### config.mk
export PLATFORM = sky130hd
export DESIGN_NAME = uart_cmd_framer
export DESIGN_NICKNAME = d
export VERILOG_FILES = /design/src/rtl/uart_cmd_framer.sv
export SDC_FILE = /design/constraint.sdc
export NUM_CORES = 1
export LEC_CHECK = 0
export BUFFER_PORTS_ARGS = -buffer_cell sky130_fd_sc_hd__buf_2
export CAP_MARGIN = 0
export CORE_MARGIN = 3
export CORE_UTILIZATION = 45
export DETAILED_ROUTE_END_ITERATION = 6
export MAX_ROUTING_LAYER = met4
export PLACE_DENSITY = 0.65
export SETUP_SLACK_MARGIN = 0.15
export SYNTH_ARGS = -nofsm -noshare
export SYNTH_HDL_FRONTEND = slang
export SYNTH_SLANG_ARGS = --single-unit
### constraint.sdc
create_clock -name clk -period 2.6 [get_ports clk]
set_input_delay 0.39 -clock clk [delete_from_list [all_inputs] [get_ports clk]]
set_output_delay 0.39 -clock clk [all_outputs]
set_load 0.01 [all_outputs]
### src/rtl/uart_cmd_framer.sv
`default_nettype none
// ============================================================================
// Module      : uart_cmd_framer
// Description : Assembles fixed-length multi-byte commands from a UART
//               receiver and queues response bytes to a UART transmitter.
//               RX side: bytes are consumed as soon as they are offered,
//               shifted MSB-first into an assembly register and handed to
//               the consumer as one command word. A completed command that
//               cannot be delivered is dropped and flagged (overrun). A
//               stalled partial command is discarded after TIMEOUT_CYCLES.
//               TX side: a small response FIFO feeds the transmitter, one
//               start strobe per byte, paced by the transmitter's done level.
// Ports       : clk, rst_n        clock, synchronous active-low reset
//               rx_rdy_i/rx_data_i/clr_rx_rdy_o   UART receiver handshake
//               cmd_rdy_o/cmd_o/clr_cmd_rdy_i     command to consumer
//               overrun_o/clr_overrun_i           sticky dropped-command flag
//               timeout_err_o                     partial-command discard pulse
//               resp_wr_i/resp_i/resp_full_o      response FIFO push side
//               trmt_o/tx_data_o/tx_done_i        UART transmitter handshake
// Revision    : 1.0 - initial release
// ============================================================================
module uart_cmd_framer #(
    parameter int CMD_BYTES      = 2,
    parameter int TIMEOUT_CYCLES = 50000,
    parameter int RESP_DEPTH     = 4
) (
    input  logic                   clk,
    input  logic                   rst_n,
    input  logic                   rx_rdy_i,
    input  logic [7:0]             rx_data_i,
    output logic                   clr_rx_rdy_o,
    input  logic                   clr_cmd_rdy_i,
    output logic                   cmd_rdy_o,
    output logic [8*CMD_BYTES-1:0] cmd_o,
    output logic                   overrun_o,
    input  logic                   clr_overrun_i,
    output logic                   timeout_err_o,
    input  logic                   resp_wr_i,
    input  logic [7:0]             resp_i,
    output logic                   resp_full_o,
    output logic                   trmt_o,
    output logic [7:0]             tx_data_o,
    input  logic                   tx_done_i
);

    localparam int CMD_W = 8 * CMD_BYTES;
    localparam int IDX_W = (CMD_BYTES > 1) ? $clog2(CMD_BYTES) : 1;
    localparam int TMO_W = (TIMEOUT_CYCLES > 0) ? $clog2(TIMEOUT_CYCLES + 1) : 1;
    localparam int PTR_W = $clog2(RESP_DEPTH);
    localparam int CNT_W = PTR_W + 1;

    localparam logic [IDX_W-1:0] IDX_LAST      = IDX_W'(CMD_BYTES - 1);
    localparam logic [TMO_W-1:0] TMO_LIMIT     = TMO_W'(TIMEOUT_CYCLES);
    localparam logic [CNT_W-1:0] FIFO_FULL_CNT = CNT_W'(RESP_DEPTH);

    // RX state encoding
    localparam logic [0:0] RX_IDLE    = 1'b0;
    localparam logic [0:0] RX_COLLECT = 1'b1;

    // TX state encoding
    localparam logic [1:0] TX_IDLE   = 2'd0;
    localparam logic [1:0] TX_LAUNCH = 2'd1;
    localparam logic [1:0] TX_WAIT   = 2'd2;

    // ------------------------------------------------------------------
    // RX path registers
    // ------------------------------------------------------------------
    logic [0:0]       rx_state_q, rx_state_d;
    logic [IDX_W-1:0] idx_q, idx_d;
    logic [TMO_W-1:0] tmo_cnt_q, tmo_cnt_d;
    logic [CMD_W-1:0] cmd_q, cmd_d;
    logic             cmd_rdy_q, cmd_rdy_d;
    logic             overrun_q, overrun_d;
    logic             timeout_err_q, timeout_err_d;

    logic             w_byte;
    logic             w_last;
    logic             w_complete;
    logic             w_load;
    logic             w_drop;
    logic             w_tmo_hit;
    logic [CMD_W-1:0] w_asm_next;

    assign w_byte     = rx_rdy_i;
    assign w_last     = (idx_q == IDX_LAST);
    assign w_complete = w_byte && w_last;
    // A completion is delivered if the consumer slot is free or is being
    // freed in this very cycle; otherwise the new command is lost.
    assign w_load     = w_complete && (!cmd_rdy_q || clr_cmd_rdy_i);
    assign w_drop     = w_complete && cmd_rdy_q && !clr_cmd_rdy_i;

    // The timeout fires on the idle cycle that brings the count to the limit.
    assign w_tmo_hit  = (TIMEOUT_CYCLES != 0) && (rx_state_q == RX_COLLECT) &&
                        !rx_rdy_i && ((tmo_cnt_q + TMO_W'(1)) == TMO_LIMIT);

    // Assembly register only has to hold the earlier CMD_BYTES-1 bytes; the
    // final byte is merged straight from rx_data_i into the command word.
    // A timed-out partial needs no clearing: the next command shifts in
    // CMD_BYTES fresh bytes and overwrites every stale bit.
    generate
        if (CMD_BYTES == 1) begin : g_asm_single
            assign w_asm_next = rx_data_i;
        end else begin : g_asm_multi
            logic [CMD_W-9:0] asm_q;

            assign w_asm_next = {asm_q, rx_data_i};

            always_ff @(posedge clk) begin
                if (!rst_n) begin
                    asm_q <= '0;
                end else if (w_byte) begin
                    asm_q <= w_asm_next[CMD_W-9:0];
                end
            end
        end
    endgenerate

    // RX FSM: state register
    always_ff @(posedge clk) begin
        if (!rst_n) begin
            rx_state_q <= RX_IDLE;
        end else begin
            rx_state_q <= rx_state_d;
        end
    end

    // RX FSM: next-state logic
    always_comb begin
        rx_state_d = rx_state_q;
        case (rx_state_q)
            RX_IDLE: begin
                if (w_byte && !w_last) begin
                    rx_state_d = RX_COLLECT;
                end
            end
            RX_COLLECT: begin
                if (w_complete || w_tmo_hit) begin
                    rx_state_d = RX_IDLE;
                end
            end
            default: rx_state_d = RX_IDLE;
        endcase
    end

    // RX FSM: outputs. The byte is taken in the cycle it is offered.
    always_comb begin
        clr_rx_rdy_o  = rx_rdy_i && rst_n;
        cmd_rdy_o     = cmd_rdy_q;
        cmd_o         = cmd_q;
        overrun_o     = overrun_q;
        timeout_err_o = timeout_err_q;
    end

    // RX datapath next-state
    always_comb begin
        idx_d         = idx_q;
        tmo_cnt_d     = '0;
        cmd_d         = cmd_q;
        cmd_rdy_d     = cmd_rdy_q;
        overrun_d     = overrun_q;
        timeout_err_d = w_tmo_hit;

        if (w_byte) begin
            idx_d = w_last ? '0 : (idx_q + IDX_W'(1));
        end else if (w_tmo_hit) begin
            idx_d = '0;
        end

        // Counter runs only between bytes of a partial command; any byte,
        // a timeout or leaving COLLECT returns it to zero.
        if ((TIMEOUT_CYCLES != 0) && (rx_state_q == RX_COLLECT) &&
            !w_byte && !w_tmo_hit) begin
            tmo_cnt_d = (tmo_cnt_q < TMO_LIMIT) ? (tmo_cnt_q + TMO_W'(1)) : tmo_cnt_q;
        end

        if (w_load) begin
            cmd_d     = w_asm_next;
            cmd_rdy_d = 1'b1;
        end else if (clr_cmd_rdy_i) begin
            cmd_rdy_d = 1'b0;
        end

        // Setting beats clearing when both happen in one cycle.
        if (w_drop) begin
            overrun_d = 1'b1;
        end else if (clr_overrun_i) begin
            overrun_d = 1'b0;
        end
    end

    always_ff @(posedge clk) begin
        if (!rst_n) begin
            idx_q         <= '0;
            tmo_cnt_q     <= '0;
            cmd_q         <= '0;
            cmd_rdy_q     <= 1'b0;
            overrun_q     <= 1'b0;
            timeout_err_q <= 1'b0;
        end else begin
            idx_q         <= idx_d;
            tmo_cnt_q     <= tmo_cnt_d;
            cmd_q         <= cmd_d;
            cmd_rdy_q     <= cmd_rdy_d;
            overrun_q     <= overrun_d;
            timeout_err_q <= timeout_err_d;
        end
    end

    // ------------------------------------------------------------------
    // Response FIFO
    // ------------------------------------------------------------------
    logic [7:0]       mem_q [RESP_DEPTH];
    logic [PTR_W-1:0] wr_ptr_q, wr_ptr_d;
    logic [PTR_W-1:0] rd_ptr_q, rd_ptr_d;
    logic [CNT_W-1:0] fifo_cnt_q, fifo_cnt_d;
    logic [1:0]       tx_state_q, tx_state_d;

    logic w_empty;
    logic w_full;
    logic w_push;
    logic w_pop;

    assign w_empty = (fifo_cnt_q == '0);
    assign w_full  = (fifo_cnt_q == FIFO_FULL_CNT);
    // Fullness is judged on the registered count, so a pop in the same
    // cycle does not make room for a push.
    assign w_push  = resp_wr_i && !w_full;
    assign w_pop   = (tx_state_q == TX_IDLE) && !w_empty;

    // Power-of-two depth: pointers wrap by natural overflow.
    always_comb begin
        wr_ptr_d   = w_push ? (wr_ptr_q + PTR_W'(1)) : wr_ptr_q;
        rd_ptr_d   = w_pop  ? (rd_ptr_q + PTR_W'(1)) : rd_ptr_q;
        fifo_cnt_d = fifo_cnt_q;
        case ({w_push, w_pop})
            2'b10:   fifo_cnt_d = fifo_cnt_q + CNT_W'(1);
            2'b01:   fifo_cnt_d = fifo_cnt_q - CNT_W'(1);
            default: fifo_cnt_d = fifo_cnt_q;
        endcase
    end

    always_ff @(posedge clk) begin
        if (rst_n && w_push) begin
            mem_q[wr_ptr_q] <= resp_i;
        end
    end

    always_ff @(posedge clk) begin
        if (!rst_n) begin
            wr_ptr_q   <= '0;
            rd_ptr_q   <= '0;
            fifo_cnt_q <= '0;
        end else begin
            wr_ptr_q   <= wr_ptr_d;
            rd_ptr_q   <= rd_ptr_d;
            fifo_cnt_q <= fifo_cnt_d;
        end
    end

    // ------------------------------------------------------------------
    // TX FSM
    // ------------------------------------------------------------------
    // State register
    always_ff @(posedge clk) begin
        if (!rst_n) begin
            tx_state_q <= TX_IDLE;
        end else begin
            tx_state_q <= tx_state_d;
        end
    end

    // Next-state logic. TX_LAUNCH gives the transmitter one cycle to drop
    // tx_done after the start strobe, so a stale "done" is never trusted.
    always_comb begin
        tx_state_d = tx_state_q;
        case (tx_state_q)
            TX_IDLE: begin
                if (!w_empty) begin
                    tx_state_d = TX_LAUNCH;
                end
            end
            TX_LAUNCH: tx_state_d = TX_WAIT;
            TX_WAIT: begin
                if (tx_done_i) begin
                    tx_state_d = TX_IDLE;
                end
            end
            default: tx_state_d = TX_IDLE;
        endcase
    end

    // Outputs: strobe and head byte together; data bus is zero otherwise.
    always_comb begin
        trmt_o      = w_pop;
        tx_data_o   = w_pop ? mem_q[rd_ptr_q] : 8'h00;
        resp_full_o = w_full;
    end

endmodule
`default_nettype wire

==> impl_metrics.tcl <==
set metrics [dict create \
    status "finished, final reports clean" \
    power-per-cell-area_mw_per_mm2 745 \
    ys_types 48 \
    drc 0 \
    drt-total-wl_mm 6.69 \
    dieArea_sq_mm 0.00953 \
    grt_util_met1_pct 18.3 \
    drive_gt1_share_pct 22.8 \
    cts-root-buf "clkbuf_8" \
    cp.arrival_ns 1.87 \
    h-tree-depth 3 \
    reg2reg_to "rx_state_q" \
    synth_edf_count 32 \
    place_congestion 0.831 \
    start_util_pct 47.6 \
    grt_usage_pct 15.4 \
    ff2ff_path_depth 8 \
    syn_nets 381 \
    routedWlPerCell_um 13.2 \
    grt_pass1_wl_mm 11.6 \
    worstSkewPairLatency_ns 0.35 \
    num-nets-final 429 \
    r2r_start "tmo_cnt_q[0]" \
    worstMarginPinSlew_ns 0.637 \
    holdWs_ns 0.255 \
    grt_use_met2_pct 25.9 \
    syn_area_per_cell_sq_um 10.8 \
    grt_max_degree 29 \
    fp.coreArea_sq_mm 0.00793 \
    start_kind "flip-flop" \
    synth_cells 351 \
    period_share_pct 87.1 \
    first_pass_iters 4 \
    cap_violations 0 \
    cts_resized 0 \
    numPortBuffers 52 \
    hold_end "mem_q[0][1]" \
    synth_top_flop_cell "dfxtp_1" \
    clock.fmax_mhz 442 \
    whs_path_depth 1 \
    end_kind "output port" \
    post-dp-hpwl_mm 4.64 \
    io_pins 53 \
    path_clk_slew_ns 0.09 \
    antenna_found_initial 0 \
    die_x_um 97.6 \
    setup_viol 0 \
    vias 2548 \
    leakage_uw 0.00162 \
    die_h_um 97.6 \
    worstPathMaxFanout 8 \
    synth-seq-cells 88 \
    required_ns 2.21 \
    num_rows 32 \
    grt_overflow_total 0 \
    yosys_warnings 0 \
    worstSetupPathType "reg -> out" \
    min_from "resp_i[1]" \
    avgViaCountPerCell 5.04 \
    postRouteAntennaNets 0 \
    numCtsBuffers 9 \
    diodes 0 \
    syn2layout_area_growth_pct 13.3 \
    hp-class "in -> reg" \
    drtIter0Drc 82 \
    clockBufferDepth 2 \
    relSlewSlack_pct 57.4 \
    finalHoldViolations 0 \
    ir_drop_mv 0.387 \
    reg2reg_slack_ns 0.40 \
    async_flop_share_pct 0 \
    busiest_layer "met2" \
    clock_sinks 88 \
    cts_tree "built" \
    rsz0062_at_grt "no" \
    fin_skew_ns 0.00803 \
    synthesis.area_sq_mm 0.00378 \
    seq_area_frac_synth_pct 55.1 \
    layout_min_cycle_time_ns 2.26 \
    grt_pass1_vias 2506 \
    fin_tns_setup_ns 0 \
    slew_viol_final 0 \
    gr-usage-met3_pct 4.09 \
    fill_cells 722 \
]
-- where the power goes --
| part | total, uW | internal [uW] | switching, uW |
|---|---|---|---|
| Sequential | 1610 | 1530 | 85.8 |
| Clock | 921 | 448 | 473 |
| Combinational | 651 | 321 | 330 |
-- cells in the final DEF, fill, tap and decap left out, drive strengths merged, types with 2 or more instances in the layout --
cell / instances
a21oi: 24
and2: 8
and3: 7
buf: 58
clkbuf: 10
clkinv: 3
dfxtp: 56
edfxtp: 32
ha: 6
inv: 14
mux2i: 12
mux4: 8
nand2: 43
nand2b: 2
nand3: 5
nand3b: 2
nand4: 7
nor2: 45
nor2b: 6
nor3: 8
nor3b: 2
nor4: 4
o21ai: 3
or2: 2
xnor2: 15
xor2: 5
-- through the flow --
step	setup slack (ns)	utilization [%]	instances	power [uW]	instance area [sq um]
floorplan	0.418	-	351	2090	3780
global placement	0.398	51.3	488	2290	4070
detailed placement	0.353	51.3	488	2310	4070
CTS	0.236	53.8	504	3240	4260
global route	0.175	54.0	506	3380	4280
finish	0.337	54.0	506	3190	4280
-- what timing repair did --
action                                  4_1_cts  5_1_grt
hold buffers                                  0        0
endpoints found under the setup margin        0       16
buffers inserted                              0        2
-- metal layers --
| layer | up-vias | wire length, um | share of wire [%] |
|---|---|---|---|
| met5 | - | 0 | 0 |
| met4 | 0 | 79 | 1.2 |
| met2 | 48 | 3400 | 51 |
| met1 | 1195 | 2930 | 44 |
| met3 | 7 | 285 | 4.3 |
| li1 | 1298 | - | - |
-- state kept, by name, indices dropped and copies added (netlist names), named ones only --
| name | flops |
|---|---|
| fifo_cnt_q | 3 |
| timeout_err_o | 1 |
| idx_q | 1 |
| mem_q | 32 |
| cmd_o | 16 |
| tmo_cnt_q | 16 |
| wr_ptr_q | 2 |
| overrun_o | 1 |
| rd_ptr_q | 2 |
| rx_state_q | 1 |
| cmd_rdy_o | 1 |
| tx_state_q | 2 |
| g_asm_multi.asm_q | 8 |
-- logic make-up after synthesis --
kind of cell    share of synthesized area [%]
xor+xnor                                 4.64
buf+inv                                  4.64
simple gates                             18.5
flops                                    55.1
mux                                      7.95
fa+ha+maj                                2.52
compound gates                           6.66
-- worst max-delay path, cell delays in order (launching register included) --
cell	delay [ns]
dfxtp_1	0.66
mux4_2	0.57
and2_1	0.17
buf_2	0.13
-- cells in the mapped netlist, types with 4 or more instances --
cell type / n / share of area (%)
xor2_1: 5 / 1.2
dfxtp_1: 56 / 30
nand2_1: 43 / 4.3
nor2_1: 44 / 4.4
clkbuf_1: 10 / 0.99
inv_1: 13 / 1.3
mux4_2: 8 / 4.8
nand4_1: 7 / 1.2
nor2b_1: 6 / 0.99
nor4_1: 4 / 0.66
and2_1: 8 / 1.3
nand3_1: 4 / 0.53
a21oi_1: 24 / 3.2
xnor2_1: 15 / 3.5
edfxtp_1: 32 / 25
and3_1: 6 / 0.99
nor3_1: 8 / 1.1
ha_1: 6 / 2.0
mux2i_1: 12 / 3.2
-- how the worst max path moves through the flow --
stage                          endpoint  slack (ns)  depth (start not counted)
after CTS                    rx_state_q        0.24                          7
final                      tx_data_o[2]        0.34                          3
after floorplan           fifo_cnt_q[2]        0.42                          9
after detailed placement     rx_state_q        0.35                          7
after global routing       tx_data_o[5]        0.17                          3
after global placement       rx_state_q        0.40                          7
-- cell type report --
class | count | area (sq um) | area share (%)
clock buffers | 10 | 128 | 2.98
clock inverters | 6 | 67.6 | 1.58
inverters | 13 | 48.8 | 1.14
multi-input cells | 229 | 1520 | 35.5
flip-flops and latches | 88 | 2080 | 48.7
well taps | 102 | 128 | 2.98
repair buffers | 58 | 305 | 7.14
Note: power is estimated with default switching activity, not from simulation.
